## src/rtl/uart_tx_arb_pkg.sv

```systemverilog
// uart_tx_arb_pkg: shared state encoding and default sizing for the UART TX arbiter.
package uart_tx_arb_pkg;

    localparam int DEF_N_REQ       = 4;
    localparam int DEF_TIMEOUT_CYC = 4096;

    typedef enum logic [1:0] {
        IDLE,
        GRANT,
        WAIT_DONE,
        RELEASE
    } arb_state_t;

endpackage

```

## src/rtl/uart_rr_pick.sv

```systemverilog
// uart_rr_pick: combinational round-robin picker.
// Searches from last_grant+1 upward, wrapping; the first valid requester in that order wins.
module uart_rr_pick #(
    parameter int N_REQ = 4,
    parameter int W     = $clog2(N_REQ)
) (
    input  logic [N_REQ-1:0] req_valid,
    input  logic [W-1:0]     last_grant,
    output logic             any_valid,
    output logic [W-1:0]     winner
);

    int         idx;
    logic [W-1:0] sel;

    // Walk the search order backwards so the earliest candidate is written last.
    always_comb begin
        winner = '0;
        idx    = 0;
        sel    = '0;
        for (int k = N_REQ - 1; k >= 0; k--) begin
            idx = (int'(last_grant) + 1 + k) % N_REQ;
            sel = W'(idx);
            if (req_valid[sel]) winner = sel;
        end
    end

    assign any_valid = |req_valid;

endmodule

```

## src/rtl/uart_tx_arbiter.sv

```systemverilog
// uart_tx_arbiter: round-robin arbiter feeding one UART transmitter from N_REQ byte requesters.
// Define UART_TX_ARB_TIMEOUT_EN to add a WAIT_DONE watchdog with a tx_timeout pulse.
module uart_tx_arbiter
    import uart_tx_arb_pkg::*;
#(
    parameter int N_REQ       = DEF_N_REQ,
    parameter int TIMEOUT_CYC = DEF_TIMEOUT_CYC
) (
    input  logic                       clk,
    input  logic                       rst,
    input  logic [N_REQ-1:0]           req_valid,
    input  logic [8*N_REQ-1:0]         req_data,
    output logic [N_REQ-1:0]           req_ready,
    output logic [N_REQ-1:0]           req_done,
    output logic                       tx_start,
    output logic [7:0]                 tx_din,
    input  logic                       tx_done_tick,
    output logic                       busy,
    output logic [$clog2(N_REQ)-1:0]   grant_id
`ifdef UART_TX_ARB_TIMEOUT_EN
    ,
    output logic                       tx_timeout
`endif
);

    localparam int GW = $clog2(N_REQ);

    if (N_REQ < 2 || N_REQ > 8 || TIMEOUT_CYC < 1) begin : g_bad_cfg
        $error("uart_tx_arbiter: unsupported configuration");
    end

    arb_state_t       state, state_n;
    logic [GW-1:0]    last_grant, grant_q, winner;
    logic             any_valid, grant_fire, timed_out;
    logic [7:0]       din_q, sel_data;
    logic [N_REQ-1:0] one_win, one_grant;

    uart_rr_pick #(.N_REQ(N_REQ), .W(GW)) u_pick (
        .req_valid (req_valid),
        .last_grant(last_grant),
        .any_valid (any_valid),
        .winner    (winner)
    );

    // The winner is re-picked live in GRANT, so a requester that dropped out is skipped.
    assign grant_fire = (state == GRANT) && any_valid;
    assign sel_data   = req_data[{winner, 3'b000} +: 8];
    assign one_win    = {{(N_REQ-1){1'b0}}, 1'b1} << winner;
    assign one_grant  = {{(N_REQ-1){1'b0}}, 1'b1} << grant_q;

    assign tx_start  = grant_fire;
    assign req_ready = grant_fire ? one_win : '0;
    assign tx_din    = grant_fire ? sel_data : din_q;
    assign grant_id  = grant_fire ? winner : grant_q;
    assign busy      = state != IDLE;

`ifdef UART_TX_ARB_TIMEOUT_EN
    localparam int CW = $clog2(TIMEOUT_CYC + 1);
    logic [CW-1:0] cnt;

    always_ff @(posedge clk or posedge rst) begin
        if (rst) cnt <= '0;
        else     cnt <= (state == WAIT_DONE) ? cnt + 1'b1 : '0;
    end

    assign timed_out  = (state == WAIT_DONE) && !tx_done_tick && (cnt == CW'(TIMEOUT_CYC - 1));
    assign tx_timeout = timed_out;
`else
    assign timed_out = 1'b0;
`endif

    always_comb begin
        state_n  = state;
        req_done = '0;
        case (state)
            IDLE:      state_n = |req_valid ? GRANT : IDLE;
            GRANT:     state_n = any_valid ? WAIT_DONE : IDLE;
            WAIT_DONE: begin
                req_done = tx_done_tick ? one_grant : '0;
                state_n  = (tx_done_tick || timed_out) ? RELEASE : WAIT_DONE;
            end
            default:   state_n = IDLE;
        endcase
    end

    always_ff @(posedge clk or posedge rst) begin
        if (rst) begin
            state      <= IDLE;
            last_grant <= GW'(N_REQ - 1);
            grant_q    <= '0;
            din_q      <= '0;
        end else begin
            state <= state_n;
            if (grant_fire) begin
                last_grant <= winner;
                grant_q    <= winner;
                din_q      <= sel_data;
            end
        end
    end

endmodule

```

## config.mk

```make
export PLATFORM = sky130hd
export DESIGN_NAME = uart_tx_arbiter
export DESIGN_NICKNAME = d
export VERILOG_FILES = /design/src/rtl/uart_tx_arb_pkg.sv /design/src/rtl/uart_rr_pick.sv /design/src/rtl/uart_tx_arbiter.sv
export SDC_FILE = /design/constraint.sdc
export NUM_CORES = 1
export LEC_CHECK = 0
export CAP_MARGIN = 20
export CORE_UTILIZATION = 39
export DETAILED_ROUTE_END_ITERATION = 6
export PLACE_DENSITY = 0.94
export SLEW_MARGIN = 5
export SYNTH_ARGS = -nofsm -noshare
export SYNTH_HDL_FRONTEND = slang
export SYNTH_SLANG_ARGS = --single-unit
```

## constraint.sdc

```tcl
create_clock -name clk -period 4.8 [get_ports clk]
set_input_delay 0.72 -clock clk [delete_from_list [all_inputs] [get_ports clk]]
set_output_delay 0.72 -clock clk [all_outputs]
set_load 0.01 [all_outputs]
```

==> metrics.md, run 1 <==
| Metric | Value |
|---|---|
| CTS hold repair buffers | 0 |
| Clock-pin slew on the worst setup and hold paths | 80 ps |
| Antenna violations before repair | 0 |
| Static Leak | 0.666 nW |
| Fmax | 0.251 GHz |
| Status | complete, no violations |
| Setup tns final | 0 ps |
| Setup CP Type | input port to primary output |
| Worst min path class | register to register |
| DR pass1 iterations | 4 |
| Sequential share of the synthesized area | 36.8% |
| Fillers | 199 |
| PortBufs | 58 |
| Worst Hold End | din_q[3] |
| CTS buffer count | 3 |
| Crit path max-delay cell type | a31oi_2 |
| Min-Delay Path Depth | 2 |
| Yosys warnings | 0 |
| Placer Congestion | 0.709 |
| Die Ht | 51.6 µm |
| Min cycle time layout | 3980 ps |
| Row count | 17 |
| # clock sinks | 14 |
| Area Overhead vs Synth | 64.5% |
| Worst Path Buf+Inv | 3 |
| Endpoints failing setup | 0 |
| Drt via density | 5.30 |
| CTS tree | done |
| Min-delay src | din_q[3] |
| Reg2Reg Launch Point | last_grant[1] |
| CP Launch Type | input port |
| Vias in the first global route | 1062 |
| CP max FO | 10 |
| Vias post-DR | 960 |
| Post-Syn Instances | 94 |
| Initial Util | 42.5% |
| Die area | 0.00266 mm² |
| Ys flop type | dfrtp_1 |
| Final hold vios | 0 |
| FF-to-FF setup slack | 2560 ps |
| Slew Viols, Final | 0 |
| Max cap viols | 0 |
| FFs w/ async S/R, synth | 100% |
| Max Root-Sink Buffers | 2 |
| Clk root buf | clkbuf_4 |
| RSZ-0062 raised after global routing | no |
| Worst-path cell chain | clkdlybuf4s50_1 -> nand3b_1 -> a31oi_2 -> buf_4 -> mux2i_1 -> o221ai_1 -> clkdlybuf4s50_1 |
| Overall die width | 51.6 µm |
| H-tree levels | 1 |
| Iteration-0 DRC Markers | 19 |
| Clk_lat worst skew | 280 ps |
| CP Capture Type | primary output |
| Postcts setup bufs | 0 |
| Drt drc | 0 |
| Routed len/inst | 14.9 µm |
| Peak per-stage delay on the critical path | 620 ps |
| Routed Antenna Nets | 0 |
| CP delay by family, top | buffers and inverters |
| Yosys cell types | 35 |
| Final Util | 69.9% |
| Critical Path RT | 4080 ps |
| Worst reg2reg path endpoint | din_q[1] |
| PwrDens | 538 mW/mm² |
| Most common cell after layout, fill and taps aside | clkdlybuf4s50_1 |
| Most frequent cells in the layout | clkdlybuf4s50_1, nand2_1, mux2i_1 |
| Syn_nets | 133 |
| DRT Wirelength | 2700 µm |
| Final period utilization | 83.0% |
| First-pass GRT wire length | 4420 µm |
| Max-slew headroom | 52.2% |
| Peak VDD IR | 0.000365 V |
| Mapped Area | 958 µm² |
| Gr ovfl total | 0 |
| Post-synth EDFFs | 0 |
| Largest net degree at the start of global routing | 15 |
| ANT cells | 0 |
| CTS resizes | 0 |
| Post-DP HPWL | 2140 µm |
| Synth Area per Inst | 10.2 µm² |
| Seq cells post-synth | 14 |
| IO Count | 59 |
| All-layer global routing usage | 22.4% |
| Most used cell, CP | clkdlybuf4s50_1 |
| Core area | 0.00225 mm² |
| Worst-Margin Slew | 714 ps |
| Layout cells sized above 1 | 11.8% |
| WP data arrival | 3260 ps |
| Post-layout net count | 193 |
| Worst reg2reg path depth | 5 |
| Setup Skew | 11.8 ps |
-- power breakdown --
part           total [W]  internal (W)  switching, W
Sequential      0.000227      0.000183     0.0000437
Combinational   0.000535      0.000285      0.000250
Clock          0.0000861     0.0000461     0.0000400
Total           0.000848      0.000514      0.000333
-- sequential cells by signal, summed over array words and instances, names as in the netlist --
signal / flops
din_q: 8
last_grant: 2
grant_q: 2
state: 2
-- cell usage after synthesis, types with 2 or more instances --
cell type,number,area share (%)
buf_6,2,2.3
dfrtp_1,12,31
dfstp_2,2,5.5
inv_1,2,0.78
mux2i_1,15,16
nand2_1,17,6.7
nand2b_1,2,1.3
nor2_1,6,2.3
nor3_1,2,1.0
nor3b_1,2,1.6
o21a_1,2,1.6
o221ai_1,7,6.4
-- worst max-delay path by stage --
stage	startpoint	to	slack, ps	depth (start not counted)
floorplan	req_valid[0]	tx_din[5]	2270	5
global placement	req_valid[3]	tx_din[1]	910	7
detailed placement	req_valid[3]	tx_din[1]	840	7
CTS	req_valid[3]	tx_din[1]	810	7
global route	req_valid[3]	tx_din[2]	630	7
finish	req_valid[3]	tx_din[1]	820	7
-- metrics by stage --
step / std cells / total power [W] / instance area, µm² / setup slack (ps) / hold WS [ps]
floorplan: 94 / 0.000540 / 958 / 2270 / 466
global placement: 177 / 0.000741 / 1540 / 915 / 470
detailed placement: 177 / 0.000762 / 1540 / 835 / 471
CTS: 181 / 0.000850 / 1580 / 811 / 491
global route: 181 / 0.000904 / 1580 / 633 / 533
finish: 181 / 0.000848 / 1580 / 817 / 489
-- area by class of cell --
cell class                 instances  area, µm²  area share, %
timing repair buffer              59        588           37.3
multi-input combinational         73        553           35.1
sequential                        14        353           22.4
clock buffer                       4       36.3           2.30
tap                               28       35.0           2.22
inverter                           3       11.3          0.714
-- worst register-to-register path: cells and delay by family, from the launching register on --
family / cells / cell delay [ps]
AOI/OAI and AO/OA: 2 / 790
DFF: 1 / 630
buffers and inverters: 1 / 330
muxes: 1 / 220
and+or+nand+nor: 1 / 120
-- metal layers --
layer / GRT usage, % / share of wire (%) / vias to the layer above
met3: 2.63 / 5.2 / 0
met5: 0 / 0 / -
met1: 25.3 / 42 / 455
met4: 9.91 / 0 / 0
li1: - / - / 460
met2: 41.6 / 53 / 45
-- cells by family (layout without fill, tap and decap cells) --
family	Yosys count	after routing	share of synthesized area, %
simple gates	36	36	19.7
compound gates	20	20	19.3
mux	17	17	18.0
flops	14	14	36.8
buf+inv	7	66	6.14
No activity file was read; power rests on OpenSTA's default activity.
==> run 2, diff against run 1 <==
- CORE_UTILIZATION: 39 -> 33
- PLACE_DENSITY: 0.94 -> 0.86
- clock period: 4.8 -> 3.4 ns (I/O delays scaled with it)
==> run 2 against run 1 <==
Compared with the run above: total power up 43%; largest power group unchanged; first-iteration DRC count grew 47%; setup slack got worse by 600 ps; cell count grew 2.8%; critical endpoint unchanged; sequential power is 40% higher; highest routed layer is now met4; clock power up 38%; global-route usage is 4.4 points lower; flip-flop and latch count stayed put; register-to-register slack got worse by 1000 ps; combinational power increased by 44%; non-clock buffer count grew 2; critical path type unchanged; design area up 1.2%.
==> metrics.md, run 2 (synthesis results as in run 1) <==
| Metric | Value |
|---|---|
| Status | complete, no violations (unchanged) |
| Reg2Reg Launch Point | last_grant[1] (unchanged) |
| Drt drc | 0 (unchanged) |
| Register share of total power | 26.2% (was 26.7%) |
| Vias post-DR | 976 (was 960) |
| Crit path to | tx_din[1] (unchanged) |
| Dpl ws | 232 ps (was 835 ps) |
| DRT Wirelength | 2660 µm (was 2700 µm) |
| Worst hold margin | 505 ps (was 489 ps) |
| Most used cell, CP | clkdlybuf4s50_1 (unchanged) |
| Worst min path class | register to register (unchanged) |
| Setup tns final | 0 ps (unchanged) |
| Endpoints failing setup | 0 (unchanged) |
| Final period utilization | 93.7% |
| Routed len/inst | 14.3 µm (was 14.9 µm) |
| Worst reg2reg path endpoint | din_q[4] (was din_q[1]) |
| Combinational Power Share | 63.9% (was 63.1%) |
| Peak VDD IR | 0.000444 V (was 0.000365 V) |
| RSZ-0062 raised after global routing | no (unchanged) |
| Non-Filler Instances | 186 (was 181) |
| Max cap viols | 0 (unchanged) |
| Worst reg2reg path depth | 5 (unchanged) |
| Area Overhead vs Synth | 66.4% (was 64.5%) |
| # clock sinks | 14 (unchanged) |
| PwrDens | 758 mW/mm² (was 538 mW/mm²) |
| Clk root buf | clkbuf_4 (unchanged) |
| H-tree levels | 1 (unchanged) |
| Fmax | 0.314 GHz |
| All-layer global routing usage | 17.9% (was 22.4%) |
| Gr ovfl total | 0 (unchanged) |
| Switching share of power | 38.9% (was 39.3%) |
| Peak per-stage delay on the critical path | 600 ps (was 620 ps) |
| Core area | 0.00276 mm² (was 0.00225 mm²) |
| Most frequent cells in the layout | clkdlybuf4s50_1, nand2_1, mux2i_1 (unchanged) |
| IO Count | 59 (unchanged) |
| Row count | 19 (was 17) |
| CTS buffer count | 3 (unchanged) |
| First-pass GRT wire length | 4450 µm (was 4420 µm) |
| Final WS setup | 215 ps (was 817 ps) |
| Post-layout net count | 195 (was 193) |
| Max Root-Sink Buffers | 2 (unchanged) |
| Initial Util | 34.8% (was 42.5%) |
| CTS tree | done (unchanged) |
| DP Cell Count | 182 (was 177) |
| CTS resizes | 0 (unchanged) |
| DR pass1 iterations | 4 (unchanged) |
| Placer Congestion | 0.810 (was 0.709) |
| Largest net degree at the start of global routing | 15 (unchanged) |
| Psw | 0.000471 W (was 0.000333 W) |
| Clock power share | 9.9% (was 10.2%) |
| CTS hold repair buffers | 0 (unchanged) |
| Overall die width | 55.9 µm (was 51.6 µm) |
| Final hold vios | 0 (unchanged) |
| Crit. Startpoint | req_valid[3] (unchanged) |
| Setup Skew | 2.69 ps (was 11.8 ps) |
| Slew Viols, Final | 0 (unchanged) |
| Postcts setup bufs | 0 (unchanged) |
| CP Launch Type | input port (unchanged) |
| Critical Path RT | 2890 ps (was 4080 ps) |
| Most common cell after layout, fill and taps aside | clkdlybuf4s50_1 (unchanged) |
| CP max FO | 10 (unchanged) |
| Setup CP Type | input port to primary output (unchanged) |
| Post-DP HPWL | 2090 µm (was 2140 µm) |
| Reg with most FFs | din_q (unchanged) |
| Max FFs per register | 8 (unchanged) |
| PortBufs | 58 (unchanged) |
| Antenna violations before repair | 0 (unchanged) |
| WP data arrival | 2680 ps (was 3260 ps) |
| FF-to-FF setup slack | 1550 ps (was 2560 ps) |
| Worst-Margin Slew | 532 ps (was 714 ps) |
| Drt via density | 5.25 (was 5.30) |
| Post-layout power | 0.00121 W (was 0.000848 W) |
| Min-Delay Path Depth | 2 (unchanged) |
| Static Leak | 0.675 nW (was 0.666 nW) |
| CP Capture Type | primary output (unchanged) |
| ANT cells | 0 (unchanged) |
| Vias in the first global route | 995 (was 1062) |
| Max-slew headroom | 64.5% (was 52.2%) |
| Routed Antenna Nets | 0 (unchanged) |
| Die area | 0.00312 mm² (was 0.00266 mm²) |
| Min cycle time layout | 3190 ps |
| Die Ht | 55.9 µm (was 51.6 µm) |
| Clk_lat worst skew | 280 ps (about the same) |
| Worst-path cell chain | clkdlybuf4s50_1 -> nand3b_1 -> a31oi_2 -> buf_4 -> mux2i_1 -> o221ai_1 -> clkdlybuf4s50_1 (unchanged) |
| Iteration-0 DRC Markers | 28 (was 19) |
| Int Pwr | 0.000739 W (was 0.000514 W) |
| Clock-pin slew on the worst setup and hold paths | 80 ps (about the same) |
| Crit path max-delay cell type | clkdlybuf4s50_1 (was a31oi_2) |
| Layout cells sized above 1 | 12.9% (was 11.8%) |
run 2: cell type report:
cell class	instances	area, µm²
repair buffers	61	603
inverters	3	11.3
flip-flops and latches	14	353
clock buffers	4	36.3
fillers	240	1160
well taps	31	38.8
multi-input cells	73	553
run 2: power by group through the flow:
| stage | Sequential [W] | Combinational, W | Clock [W] |
|---|---|---|---|
| final | 0.000317 | 0.000773 | 0.000119 |
| after global routing | 0.000329 | 0.000826 | 0.000133 |
| after CTS | 0.000315 | 0.000777 | 0.000125 |
| after detailed placement | 0.000319 | 0.000770 | 0 |
| after global placement | 0.000314 | 0.000757 | 0 |
| after floorplan | 0.000296 | 0.000466 | 0 |
run 2: critical path: cells and delay by family:
kind / cells / cell delay, ps
buffers and inverters: 3 / 1420
AOI/OAI and AO/OA: 2 / 530
and+or+nand+nor: 1 / 110
muxes: 1 / 100
run 2: stage by stage:
step	utilization [%]	area, µm²
global placement	56.5	1560
finish	57.8	1600
detailed placement	56.5	1560
global route	57.8	1600
CTS	57.8	1600
floorplan	-	958
run 2: how the worst min path moves through the flow:
stage                     startpoint        to
after floorplan                  rst  din_q[0]
final                       din_q[4]  din_q[4]
after global routing        din_q[7]  din_q[7]
after global placement      din_q[3]  din_q[3]
after detailed placement    din_q[7]  din_q[7]
after CTS                   din_q[0]  din_q[0]
run 2: routing by layer:
layer | share of wire, % | track usage (%) | vias to the layer above | wire length, µm
met5 | 0 | 0 | - | 0
met4 | 1.0 | 8.36 | 0 | 27
met3 | 8.2 | 2.33 | 2 | 218
met2 | 47 | 29.6 | 55 | 1250
met1 | 44 | 23.3 | 450 | 1160
li1 | - | - | 469 | -
